$ cat src/rtl/ebi_pkg.sv
// Shared register-map constants for the EBI register slave. The bridge's
// software model uses the same offsets and FIFO_STAT bit positions.
package ebi_pkg;

    // Register offsets within the 16-word window
    localparam logic [3:0] OFF_ID        = 4'h0;
    localparam logic [3:0] OFF_SCRATCH   = 4'h1;
    localparam logic [3:0] OFF_CTRL      = 4'h2;
    localparam logic [3:0] OFF_STATUS    = 4'h3;
    localparam logic [3:0] OFF_FIFO_DATA = 4'h4;
    localparam logic [3:0] OFF_FIFO_STAT = 4'h5;
    localparam logic [3:0] OFF_TICK      = 4'h6;
    localparam logic [3:0] OFF_WR_COUNT  = 4'h7;

    // FIFO_STAT layout: {ovf, unf, 8'b0, level[5:0]}
    localparam int FSTAT_OVF_BIT = 15;
    localparam int FSTAT_UNF_BIT = 14;
    localparam int LVL_W         = 6;

    // CTRL bits that gate the interrupt sources
    localparam int CTRL_IRQ_LVL_BIT  = 0;
    localparam int CTRL_IRQ_FLAG_BIT = 1;

    // Read-side transaction sequencer
    typedef enum logic [1:0] {
        RD_IDLE  = 2'd0,
        RD_LATCH = 2'd1,
        RD_DRIVE = 2'd2
    } rd_state_e;

    // Packs the FIFO status word returned at OFF_FIFO_STAT
    function automatic logic [15:0] fifo_stat(input logic ovf,
                                              input logic unf,
                                              input logic [LVL_W-1:0] lvl);
        return {ovf, unf, 8'h00, lvl};
    endfunction

endpackage

$ cat src/rtl/ebi_reg_slave_if.sv
// EBI bus bundle: asynchronous-style strobes from the master, read data back.
interface ebi_reg_slave_if;
    logic        ebi_cs;
    logic        ebi_rden;
    logic        ebi_wren;
    logic [15:0] ebi_addr;
    logic [15:0] ebi_wdata;
    logic [15:0] ebi_rdata;

    modport master (
        output ebi_cs, ebi_rden, ebi_wren, ebi_addr, ebi_wdata,
        input  ebi_rdata
    );

    modport slave (
        input  ebi_cs, ebi_rden, ebi_wren, ebi_addr, ebi_wdata,
        output ebi_rdata
    );
endinterface

$ cat src/rtl/sync_fifo.sv
// Single-clock FIFO with occupancy count. Pushes when full and pops when
// empty are ignored here; the caller records the overflow/underflow flags.
module sync_fifo
    import ebi_pkg::*;
#(
    parameter int DEPTH = 16,
    parameter int WIDTH = 16
) (
    input  logic             clk,
    input  logic             rst,
    input  logic             push,
    input  logic             pop,
    input  logic [WIDTH-1:0] din,
    output logic [WIDTH-1:0] dout,
    output logic             full,
    output logic             empty,
    output logic [LVL_W-1:0] level
);

    localparam int AW = (DEPTH > 1) ? $clog2(DEPTH) : 1;

    logic [WIDTH-1:0] r_mem [DEPTH];
    logic [AW-1:0]    r_wr_ptr;
    logic [AW-1:0]    r_rd_ptr;
    logic [LVL_W-1:0] r_level;
    logic             w_push_ok;
    logic             w_pop_ok;

    assign full      = (r_level == LVL_W'(DEPTH));
    assign empty     = (r_level == '0);
    assign level     = r_level;
    assign w_push_ok = push & ~full;
    assign w_pop_ok  = pop & ~empty;
    // Empty FIFO reads as zero so an underflowing pop returns 16'h0000
    assign dout      = empty ? '0 : r_mem[r_rd_ptr];

    // Pointer and level bookkeeping; pointers wrap because DEPTH is a power of two
    // NOTE: sequential state uses non-blocking assignments so every register
    // samples pre-edge values regardless of block ordering.
    always_ff @(posedge clk or posedge rst) begin
        if (rst) begin
            r_wr_ptr <= '0;
            r_rd_ptr <= '0;
            r_level  <= '0;
        end else begin
            if (w_push_ok) r_wr_ptr <= r_wr_ptr + AW'(1);
            if (w_pop_ok)  r_rd_ptr <= r_rd_ptr + AW'(1);
            r_level <= r_level + LVL_W'(w_push_ok) - LVL_W'(w_pop_ok);
        end
    end

    // Storage write
    // NOTE: the array has no reset; contents are only observable through the
    // pointers, which are reset, so resetting it would only cost logic.
    always_ff @(posedge clk) begin
        if (w_push_ok) r_mem[r_wr_ptr] <= din;
    end

endmodule

$ cat src/rtl/ebi_reg_slave.sv
// Register slave on an external bus interface: eight registers in a 16-word
// window, a data FIFO, a free-running tick counter and a level/flag interrupt.
// Strobes are edge-detected so a long strobe performs exactly one access.
module ebi_reg_slave
    import ebi_pkg::*;
#(
    parameter logic [15:0] BASE_ADDR  = 16'h0000,
    parameter logic [15:0] ID_VALUE   = 16'h5A01,
    parameter int          FIFO_DEPTH = 16
) (
    input  logic                  clk,
    input  logic                  rst,
    ebi_reg_slave_if.slave        bus,
    input  logic [15:0]           status_in,
    output logic [15:0]           ctrl_out,
    output logic                  irq
);

    logic             w_hit;
    logic [3:0]       w_off;
    logic             w_wr_cond;
    logic             w_rd_cond;
    logic             w_wr_evt;
    logic             w_rd_evt;
    logic             w_push;
    logic             w_pop;
    logic             w_latch;
    logic [15:0]      w_rd_mux;
    logic [15:0]      w_fifo_dout;
    logic             w_fifo_full;
    logic             w_fifo_empty;
    logic [LVL_W-1:0] w_level;
    rd_state_e        w_next_state;

    rd_state_e        r_state;
    logic             r_wr_cond;
    logic             r_rd_cond;
    logic [3:0]       r_rd_off;
    logic [15:0]      r_rdata;
    logic [15:0]      r_scratch;
    logic [15:0]      r_ctrl;
    logic [15:0]      r_status;
    logic [15:0]      r_tick;
    logic [15:0]      r_wr_count;
    logic             r_ovf;
    logic             r_unf;
    logic             r_irq;

    assign w_hit     = ~bus.ebi_cs && (bus.ebi_addr[15:4] == BASE_ADDR[15:4]);
    assign w_off     = bus.ebi_addr[3:0];
    assign w_wr_cond = w_hit & ~bus.ebi_wren;
    // A write strobe masks the read strobe, so both low means write only
    assign w_rd_cond = w_hit & ~bus.ebi_rden & bus.ebi_wren;
    assign w_wr_evt  = w_wr_cond & ~r_wr_cond;
    assign w_rd_evt  = w_rd_cond & ~r_rd_cond;
    assign w_push    = w_wr_evt && (w_off == OFF_FIFO_DATA);

    assign bus.ebi_rdata = r_rdata;
    assign ctrl_out      = r_ctrl;
    assign irq           = r_irq;

    sync_fifo #(
        .DEPTH (FIFO_DEPTH),
        .WIDTH (16)
    ) u_fifo (
        .clk   (clk),
        .rst   (rst),
        .push  (w_push),
        .pop   (w_pop),
        .din   (bus.ebi_wdata),
        .dout  (w_fifo_dout),
        .full  (w_fifo_full),
        .empty (w_fifo_empty),
        .level (w_level)
    );

    // Strobe history for edge detection; reset to "already active" so a strobe
    // that is low when reset releases is ignored until it goes high again
    always_ff @(posedge clk or posedge rst) begin
        if (rst) begin
            r_wr_cond <= 1'b1;
            r_rd_cond <= 1'b1;
        end else begin
            r_wr_cond <= w_wr_cond;
            r_rd_cond <= w_rd_cond;
        end
    end

    // Read sequencer state register
    always_ff @(posedge clk or posedge rst) begin
        if (rst) r_state <= RD_IDLE;
        else     r_state <= w_next_state;
    end

    // Read sequencer next state: LATCH pops the FIFO and loads read data
    // NOTE: every output of this block gets a default first so no path leaves
    // a value unassigned and no latch is inferred.
    always_comb begin
        w_next_state = r_state;
        w_pop        = 1'b0;
        w_latch      = 1'b0;
        case (r_state)
            RD_IDLE:  if (w_rd_evt) w_next_state = RD_LATCH;
            RD_LATCH: begin
                w_pop        = (r_rd_off == OFF_FIFO_DATA);
                w_latch      = 1'b1;
                w_next_state = RD_DRIVE;
            end
            RD_DRIVE: if (bus.ebi_rden || bus.ebi_cs) w_next_state = RD_IDLE;
            default:  w_next_state = RD_IDLE;
        endcase
    end

    // Read data selection for the offset captured at the read event
    always_comb begin
        w_rd_mux = '0;
        case (r_rd_off)
            OFF_ID:        w_rd_mux = ID_VALUE;
            OFF_SCRATCH:   w_rd_mux = r_scratch;
            OFF_CTRL:      w_rd_mux = r_ctrl;
            OFF_STATUS:    w_rd_mux = r_status;
            OFF_FIFO_DATA: w_rd_mux = w_fifo_dout;
            OFF_FIFO_STAT: w_rd_mux = fifo_stat(r_ovf, r_unf, w_level);
            OFF_TICK:      w_rd_mux = r_tick;
            OFF_WR_COUNT:  w_rd_mux = r_wr_count;
            default:       w_rd_mux = '0;
        endcase
    end

    // Offset capture at the read event and read-data register load in LATCH
    always_ff @(posedge clk or posedge rst) begin
        if (rst) begin
            r_rd_off <= '0;
            r_rdata  <= '0;
        end else begin
            if (r_state == RD_IDLE && w_rd_evt) r_rd_off <= w_off;
            if (w_latch)                        r_rdata  <= w_rd_mux;
        end
    end

    // Writable registers and the accepted-write counter
    always_ff @(posedge clk or posedge rst) begin
        if (rst) begin
            r_scratch  <= '0;
            r_ctrl     <= '0;
            r_wr_count <= '0;
        end else if (w_wr_evt) begin
            r_wr_count <= r_wr_count + 16'd1;
            case (w_off)
                OFF_SCRATCH: r_scratch <= bus.ebi_wdata;
                OFF_CTRL:    r_ctrl    <= bus.ebi_wdata;
                default:     ;
            endcase
        end
    end

    // Sticky FIFO error flags; a new error wins over a same-cycle clear
    always_ff @(posedge clk or posedge rst) begin
        if (rst) begin
            r_ovf <= 1'b0;
            r_unf <= 1'b0;
        end else begin
            if (w_push && w_fifo_full)
                r_ovf <= 1'b1;
            else if (w_wr_evt && w_off == OFF_FIFO_STAT && bus.ebi_wdata[FSTAT_OVF_BIT])
                r_ovf <= 1'b0;
            if (w_pop && w_fifo_empty)
                r_unf <= 1'b1;
            else if (w_wr_evt && w_off == OFF_FIFO_STAT && bus.ebi_wdata[FSTAT_UNF_BIT])
                r_unf <= 1'b0;
        end
    end

    // Status sampling, tick counter and registered interrupt
    always_ff @(posedge clk or posedge rst) begin
        if (rst) begin
            r_status <= '0;
            r_tick   <= '0;
            r_irq    <= 1'b0;
        end else begin
            r_status <= status_in;
            r_tick   <= r_tick + 16'd1;
            r_irq    <= (r_ctrl[CTRL_IRQ_LVL_BIT] && (w_level != '0)) ||
                        (r_ctrl[CTRL_IRQ_FLAG_BIT] && (r_ovf || r_unf));
        end
    end

endmodule

$ cat src/flat_wrapper.sv
// flat-port wrapper written by rule: the top's interface ports become plain ports
module ebi_reg_slave_flat import ebi_pkg::*;
#(
    parameter logic [15:0] BASE_ADDR  = 16'h0000,
    parameter logic [15:0] ID_VALUE   = 16'h5A01,
    parameter int          FIFO_DEPTH = 16
)
  (clk, rst, status_in, ctrl_out, irq, bus_ebi_cs, bus_ebi_rden, bus_ebi_wren, bus_ebi_addr, bus_ebi_wdata, bus_ebi_rdata);
  ebi_reg_slave_if bus_i ();
  input  logic clk;
  input  logic rst;
  input  logic [15:0] status_in;
  output logic [15:0] ctrl_out;
  output logic irq;
  input wire logic [$bits(bus_i.ebi_cs)-1:0] bus_ebi_cs;
  input wire logic [$bits(bus_i.ebi_rden)-1:0] bus_ebi_rden;
  input wire logic [$bits(bus_i.ebi_wren)-1:0] bus_ebi_wren;
  input wire logic [$bits(bus_i.ebi_addr)-1:0] bus_ebi_addr;
  input wire logic [$bits(bus_i.ebi_wdata)-1:0] bus_ebi_wdata;
  output wire logic [$bits(bus_i.ebi_rdata)-1:0] bus_ebi_rdata;
  assign bus_i.ebi_cs = bus_ebi_cs;
  assign bus_i.ebi_rden = bus_ebi_rden;
  assign bus_i.ebi_wren = bus_ebi_wren;
  assign bus_i.ebi_addr = bus_ebi_addr;
  assign bus_i.ebi_wdata = bus_ebi_wdata;
  assign bus_ebi_rdata = bus_i.ebi_rdata;
  ebi_reg_slave #(.BASE_ADDR(BASE_ADDR), .ID_VALUE(ID_VALUE), .FIFO_DEPTH(FIFO_DEPTH)) u_core (.clk(clk), .rst(rst), .bus(bus_i), .status_in(status_in), .ctrl_out(ctrl_out), .irq(irq));
endmodule
$ cat config.mk
export PLATFORM = sky130hd
export DESIGN_NAME = ebi_reg_slave_flat
export DESIGN_NICKNAME = d
export VERILOG_FILES = /design/src/rtl/ebi_pkg.sv /design/src/rtl/ebi_reg_slave_if.sv /design/src/rtl/sync_fifo.sv /design/src/rtl/ebi_reg_slave.sv /design/src/flat_wrapper.sv
export SDC_FILE = /design/constraint.sdc
export NUM_CORES = 1
export LEC_CHECK = 0
export CAP_MARGIN = 20
export CORE_UTILIZATION = 60
export CTS_CLUSTER_SIZE = 10
export DETAILED_ROUTE_END_ITERATION = 16
export GPL_ROUTABILITY_DRIVEN = 0
export GPL_TIMING_DRIVEN = 0
export PLACE_DENSITY = 0.83
export SETUP_SLACK_MARGIN = 0.1
export SYNTH_ARGS = -nofsm -noshare
export SYNTH_HDL_FRONTEND = slang
export SYNTH_HIERARCHICAL = 1
export SYNTH_SLANG_ARGS = --single-unit
$ cat constraint.sdc
create_clock -name clk -period 5 [get_ports clk]
set_clock_uncertainty 0.1 [all_clocks]
set_input_delay 1.5 -clock clk [delete_from_list [all_inputs] [get_ports clk]]
set_output_delay 1.5 -clock clk [all_outputs]
set_load 0.1 [all_outputs]
==> key figures, run 1 <==
Outcome
  • Status: finished clean

Yosys
  • Sequential share of the synthesized area: between 60% and 70%
  • #FFs+latches synth: 377
  • Post-synth EDFFs: ~260
  • YS warnings: 6
  • Asr flop ratio synth: about a third
  • Mapped cell area: 0.0156 mm²
  • Post-synth net total: roughly 1k
  • Top cells by area, synth: edfxtp_1, dfrtp_1, mux4_2, mux2_4, mux2_2
  • Synth area leader: edfxtp_1
  • Synth top area share: 49.2%
  • Most common cell in the netlist: edfxtp_1
  • Synth cell types: 66
  • Main flop type after synthesis: edfxtp_1
  • Commonest cells post-synth: edfxtp_1, dfrtp_1, mux4_2, inv_1, nand2_1
  • Average cell area after synthesis: 16.8 µm²
  • Post-Synthesis Cells: 932

Final layout
  • Diodes inserted: 0
  • Fin cells: about 1.4k
  • # fillers: approximately 1.5k
  • Layout cell share with drive strength beyond 1: between 10% and 20%
  • Register Area: ~0.011 mm²
  • Multi-input gate area: roughly 0.0045 mm²
  • Area growth from synthesis to layout: 17.1%
  • Nets: around 1.1k

Placement
  • Dpl ws: -153 ps
  • Final HPWL DP: ~25000 µm
  • # port buffers: 85
  • Placed insts: between 1k and 1.5k

Power and ir drop
  • Sequential share of power: a little over half
  • Net Sw Power: 0.00123 W
  • Lkg Pwr: 6.79 nW
  • Clk pwr share: about 44%
  • Pwr per Cell Area: between 300 and 400 mW/mm²
  • Peak supply drop: ~0.32 mV
  • Comb power frac: around 2.0%
  • Switching share of total power: between 15 and 20%
  • Final total power: 0.00623 W
  • Int Pwr: approximately 0.0050 W

Setup path
  • R2r setup slk: 1130 ps
  • Cell family with most CP delay: simple AND/OR/NAND/NOR gates
  • Worst reg2reg endpoint: u_core/u_fifo/level[4]
  • Crit path from: bus_ebi_wren
  • R2r worst-path depth: 14
  • Crit path launch type: primary input
  • Worst path cell trace: clkdlybuf4s50_1, nor4_1, and4_1, buf_6, nand3_1, nor2_1, nor2b_1, buf_2, inv_2, nor3b_1, and2_1
  • Crit path max-delay cell type: and2_1
  • Critical Path Sink Type: flop
  • FF-to-FF Start: u_core/r_rd_off[0]
  • Kind of critical path: primary input to flop
  • CP required: between 5000 and 6000 ps
  • Worst setup endpoint: u_core/u_fifo/r_mem[10][9]
  • CP Max Fanout: 16
  • CP peak stage delay: roughly 900 ps
  • Buf/Inv on CP: 4
  • Crit path arrival time: roughly 4700 ps
  • Critical path depth in cells: 11

Drt
  • Drt first pass iters: 6
  • DR WL/cell: between 20 and 30 µm
  • Routed Antenna Nets: 0
  • Vias: between 9k and 10k
  • Initial DRC count: ~1.1k
  • Detailed-route wire length: about 38000 µm
  • Vias/cell: 6.52
  • DRC: 0

Global route
  • Initial antenna violation count: 0
  • First-pass GRT wire length: ~57000 µm
  • Largest net degree at the start of global routing: between 60 and 70
  • All-Layer GR Usage: 29.4%
  • Vias in the first global route: 9570
  • Total grt overflow: 0

STA
  • Max_slew headroom: approximately a quarter
  • Setup violators final: 0
  • Minimum clock period: ~4700 ps
  • Unrepaired setup endpoints after global routing: no
  • Slew Viols, Final: 0
  • Setup_tns: 0 ps
  • Final worst slack: 326 ps
  • Fin crit share: between 90 and 100%
  • Fmax: ~210 MHz
  • Final-report hold violation count: 0
  • Slew at the pin with the worst max-slew slack: around 1100 ps

Clock network
  • Setup bufs post-CTS: 0
  • Hold_buf cts: 0
  • CTS H-tree depth: 2
  • Num CTS Buffers: 43
  • CTS tree: built
  • CTS clock-pin slew for the worst setup and hold paths: 60 ps
  • Clk sinks: between 300 and 400
  • Post-CTS sizing: 0
  • Clk root buf: clkbuf_16
  • Worst skew pair latency: 530 ps
  • Clk buf depth: 3

Floorplanning
  • Die Footprint: 0.0267 mm²
  • Core box area: between 0.02 and 0.03 mm²
  • Die Y: roughly 160 µm
  • Initial Utilization: 61.7%
  • Die width: approximately 160 µm
  • Top-level I/O count: 86
  • FP Rows: 58

Min path
  • Hold/Removal Path Class: flop to flop
  • Hold Crit Start: u_core/r_wr_count[15]

Flow run
  • Max_cap viols: 0
cells in the final DEF, fill, tap and decap left out, types with 5 or more instances in the layout:
master / n
clkbuf_1: 40
buf_1: 6
nand4_1: 11
and2_1: 9
nand3_1: 15
nor4_2: 6
nor2b_1: 7
clkbuf_16: 43
buf_2: 10
buf_6: 7
clkdlybuf4s50_1: 85
o22ai_1: 5
inv_1: 58
nor3_1: 8
ha_1: 16
nand2b_1: 8
mux2_4: 20
mux2_2: 21
and3_1: 6
nor2_1: 23
xnor2_1: 27
edfxtp_1: 256
o221ai_1: 15
a221oi_1: 5
xor2_1: 12
nand2_1: 39
o21ai_0: 21
buf_4: 10
dfrtp_1: 119
a22oi_1: 22
a22o_1: 8
a21oi_1: 15
mux4_2: 64
mux2i_1: 14
state kept, by name, indices dropped and copies added, names as in the netlist:
signal / flops
u_core/u_fifo/r_mem: 256
u_core/r_status: 16
u_core/u_fifo/r_rd_ptr: 4
u_core/r_rd_off: 4
u_core/r_scratch: 16
u_core/r_wr_count: 16
u_core/r_ovf: 1
u_core/irq: 1
u_core/r_rd_cond: 1
u_core/r_wr_cond: 1
u_core/ctrl_out: 16
u_core/u_fifo/level: 6
u_core/u_fifo/r_wr_ptr: 4
u_core/r_state: 2
u_core/r_tick: 16
u_core/bus.ebi_rdata: 16
u_core/r_unf: 1
layout make-up:
type / count / share of cell area [%]
multi-input combinational: 452 / 24.5
clock inverter: 2 / 0.178
tap: 330 / 2.26
timing repair buffer: 100 / 5.55
sequential: 377 / 58.6
inverter: 61 / 1.27
buffer: 42 / 1.26
clock buffer: 67 / 6.43
stage by stage:
stage / instance area [µm²] / utilization, % / hold slack (ps)
final: 18300 / 72.2 / 375
after global routing: 18300 / 72.2 / 383
after CTS: 18300 / 72.2 / 371
after detailed placement: 17100 / 67.4 / 357
after global placement: 16900 / 66.7 / 355
after floorplan: 15600 / - / 341
metal layers:
layer	up-vias	wire [µm]	share of wire, %	global-route usage, %
li1	3885	-	-	-
met1	4752	14400	38	39.2
met2	587	18300	48	47.2
met3	107	3520	9.3	5.56
met4	0	1530	4.0	13.9
met5	-	0	0	0
power groups by stage:
stage               clock network [W]  logic (W)  registers [W]
floorplan                           0  0.0000292        0.00342
global placement                    0   0.000118        0.00342
detailed placement                  0   0.000126        0.00342
CTS                           0.00279   0.000126        0.00336
global route                  0.00292   0.000135        0.00336
finish                        0.00275   0.000125        0.00336
logic make-up after synthesis:
kind of cell / share of synthesized area (%)
AND/OR/NAND/NOR: 5.78
multiplexers: 13.6
flip-flops: 68.6
AO/OA/AOI/OAI: 5.42
buffers and inverters: 2.94
XOR/XNOR: 2.19
adder cells (fa/ha/maj): 1.41
worst min path at each step:
| stage | end | cells past startpoint |
|---|---|---|
| 6_report | u_core/r_wr_count[15] | 1 |
| 5_1_grt | u_core/r_tick[15] | 1 |
| 4_1_cts | u_core/r_wr_count[15] | 1 |
| 3_5_place_dp | u_core/r_wr_count[15] | 1 |
| 3_3_place_gp | u_core/r_tick[15] | 1 |
| 2_1_floorplan | u_core/r_tick[15] | 1 |
Power figures use the tool's default switching activity.
==> inputs of run 2 (changes only) <==
--- a/config.mk
+++ b/config.mk
@@ -6,8 +6,8 @@
 export NUM_CORES = 1
 export LEC_CHECK = 0
 export CAP_MARGIN = 20
+export CORE_MARGIN = 1
 export CORE_UTILIZATION = 60
-export CTS_CLUSTER_SIZE = 10
 export DETAILED_ROUTE_END_ITERATION = 16
 export GPL_ROUTABILITY_DRIVEN = 0
 export GPL_TIMING_DRIVEN = 0
==> key figures, run 2 (synthesis results as in run 1) <==
Floorplanning
  • Die Footprint: 0.0267 mm² (unchanged)
  • Core box area: 0.0253 mm² (unchanged)
  • FP Rows: 58 (unchanged)
  • Die Y: 163 µm (unchanged)
  • Top-level I/O count: 86 (unchanged)
  • Die width: 163 µm (unchanged)
  • Initial Utilization: 61.7% (unchanged)

Drt
  • Initial DRC count: 1031 (-5.2%)
  • Routed Antenna Nets: 0 (unchanged)
  • Vias: 9283 (-0.51%)
  • DR WL/cell: 26.8 µm (+1.4%)
  • Vias/cell: 6.47 (-0.72%)
  • Drt first pass iters: 7 (+1)
  • DRC: 0 (unchanged)
  • Detailed-route wire length: 38400 µm (+1.6%)

Clock network
  • Clk buf depth: 3 (unchanged)
  • CTS H-tree depth: 2 (unchanged)
  • Clk root buf: clkbuf_16
  • Hold_buf cts: 0 (unchanged)
  • Num CTS Buffers: 39 (-9.3%)
  • Clk sinks: 377 (unchanged)
  • CTS clock-pin slew for the worst setup and hold paths: 60 ps (about the same)
  • CTS tree: built
  • Worst skew pair latency: 520 ps (about the same)

Min path
  • Hold/Removal Path Class: flop to flop
  • Hold Path Depth: 1 (unchanged)
  • Hold Crit Start: u_core/r_wr_count[15]
  • Min-Delay Endpoint: u_core/r_wr_count[15]

Final layout
  • # fillers: 1458 (-1.2%)
  • Area growth from synthesis to layout: 17.9%
  • Largest register FFs: 256 (unchanged)
  • Most frequent cells in the layout: edfxtp_1, dfrtp_1, clkdlybuf4s50_1, mux4_2, inv_1
  • Commonest non-fill, non-tap cell in the layout: edfxtp_1
  • Register Area: 0.0107 mm² (unchanged)
  • Multi-input gate area: 0.00448 mm² (about the same)
  • Fin cells: 1434 (+0.21%)
  • Nets: 1143 (-0.35%)
  • Register bank with the most flops: u_core/u_fifo/r_mem
  • Layout cell share with drive strength beyond 1: 20.3% (+1.1 points)
  • Diodes inserted: 0 (unchanged)

STA
  • Fin crit share: 93.7% (+0.22 points)
  • Minimum clock period: 4690 ps (+11.1 ps)
  • Unrepaired setup endpoints after global routing: no
  • Setup violators final: 0 (unchanged)
  • Slew at the pin with the worst max-slew slack: 1130 ps (-4.73 ps)
  • Max_slew headroom: 24.2% (+0.32 points)
  • Setup_tns: 0 ps (unchanged)
  • Slew Viols, Final: 0 (unchanged)
  • Fmax: 213 MHz (-0.24%)
  • Final worst slack: 315 ps (-11.1 ps)
  • Final-report hold violation count: 0 (unchanged)

Global route
  • First-pass GRT wire length: 58000 µm (+1.9%)
  • Largest net degree at the start of global routing: 65 (unchanged)
  • All-Layer GR Usage: 30.2% (+0.75 points)
  • Vias in the first global route: 9621 (+0.53%)
  • Initial antenna violation count: 0 (unchanged)
  • Total grt overflow: 0 (unchanged)

Power and ir drop
  • Peak supply drop: 0.452 mV (+43%)
  • Clk pwr share: 46.3% (+2.2 points)
  • Switching share of total power: 19.6% (-0.15 points)
  • Lkg Pwr: 6.87 nW (+1.2%)
  • Pwr per Cell Area: 352 mW/mm² (+3.3%)
  • Net Sw Power: 0.00127 W (+3.3%)
  • Sequential share of power: 51.8% (-2.1 points)
  • Comb power frac: 1.9% (about the same)
  • Int Pwr: 0.00521 W (+4.2%)

Setup path
  • Crit path arrival time: 4710 ps (about the same)
  • Crit path from: bus_ebi_wren
  • CP Max Fanout: 16 (unchanged)
  • FF-to-FF Start: u_core/r_rd_off[0]
  • Kind of critical path: primary input to flop
  • Crit path launch type: primary input
  • R2r worst-path depth: 14 (unchanged)
  • Critical Path Sink Type: flop
  • R2r setup slk: 1050 ps (-80 ps)
  • Worst reg2reg endpoint: u_core/u_fifo/level[4]
  • CP required: 5020 ps (-20 ps)

Placement
  • # port buffers: 85 (unchanged)
  • Dpl ws: -153 ps (unchanged)
  • Final HPWL DP: 24900 µm (unchanged)
  • Placed insts: 1361 (unchanged)

Outcome
  • Status: finished clean

Flow run
  • Max_cap viols: 0 (unchanged)
[run 2: worst max path at each step]
stage / end / slack [ps] / cells past startpoint
3_5_place_dp: u_core/u_fifo/r_mem[11][6] / -150 / 11
2_1_floorplan: u_core/u_fifo/r_mem[0][0] / 280 / 9
4_1_cts: u_core/u_fifo/r_mem[11][13] / 300 / 11
6_report: u_core/u_fifo/r_mem[6][10] / 310 / 11
5_1_grt: u_core/u_fifo/r_mem[10][10] / 120 / 11
3_3_place_gp: u_core/u_fifo/r_mem[3][4] / -1760 / 10
[run 2: critical path, stage by stage]
cell and delay [ps]:
clkdlybuf4s50_1 480, nor4_1 280, and4_1 270, buf_6 150
nand3_1 140, nor2_1 120, nor2b_1 200, buf_2 220
inv_2 120, nor3b_1 320, and2_1 920
[run 2: timing repair]
| item | CTS | global route |
|---|---|---|
| gates resized for setup | 0 | 1 |
| setup endpoints to repair | 0 | 2 |
| buffers inserted | 0 | 0 |
[run 2: layout make-up]
class                      count  area share (%)
clock inverter                22            1.49
sequential                   377            58.2
buffer                        42            1.25
tap                          330            2.24
timing repair buffer         100            5.50
clock buffer                  50            5.75
multi-input combinational    452            24.3
inverter                      61            1.26
[run 2: per-stage QoR]
stage	hold WS, ps	util (%)	total power [W]	area, µm²
5_1_grt	388	72.7	0.00664	18400
6_report	373	72.7	0.00648	18400
4_1_cts	371	72.7	0.00652	18400
2_1_floorplan	341	-	0.00345	15600
3_5_place_dp	357	67.4	0.00355	17100
3_3_place_gp	355	66.7	0.00354	16900
[run 2: metal layers]
| layer | routed length [µm] | share of wire [%] | vias to the layer above | global-route usage [%] |
|---|---|---|---|---|
| met5 | 0 | 0 | - | 0 |
| met4 | 1760 | 4.6 | 0 | 14.7 |
| met3 | 3560 | 9.3 | 134 | 6.32 |
| met2 | 19000 | 49 | 564 | 49.8 |
| met1 | 14100 | 37 | 4706 | 38.3 |
| li1 | - | - | 3879 | - |
[run 2: power groups by stage]
stage                     clock network, W   logic, W  registers (W)
after CTS                          0.00303   0.000127        0.00336
final                              0.00300   0.000126        0.00336
after floorplan                          0  0.0000292        0.00342
after detailed placement                 0   0.000126        0.00342
after global routing               0.00315   0.000136        0.00336
after global placement                   0   0.000118        0.00342
==> inputs of run 3 (changes only) <==
--- a/config.mk
+++ b/config.mk
@@ -8,6 +8,7 @@
 export CAP_MARGIN = 20
 export CORE_MARGIN = 1
 export CORE_UTILIZATION = 60
+export CTS_CLUSTER_SIZE = 30
 export DETAILED_ROUTE_END_ITERATION = 16
 export GPL_ROUTABILITY_DRIVEN = 0
 export GPL_TIMING_DRIVEN = 0
==> results of run 3 <==
The final DEF is identical to that of run 2; final timing and power are the same.
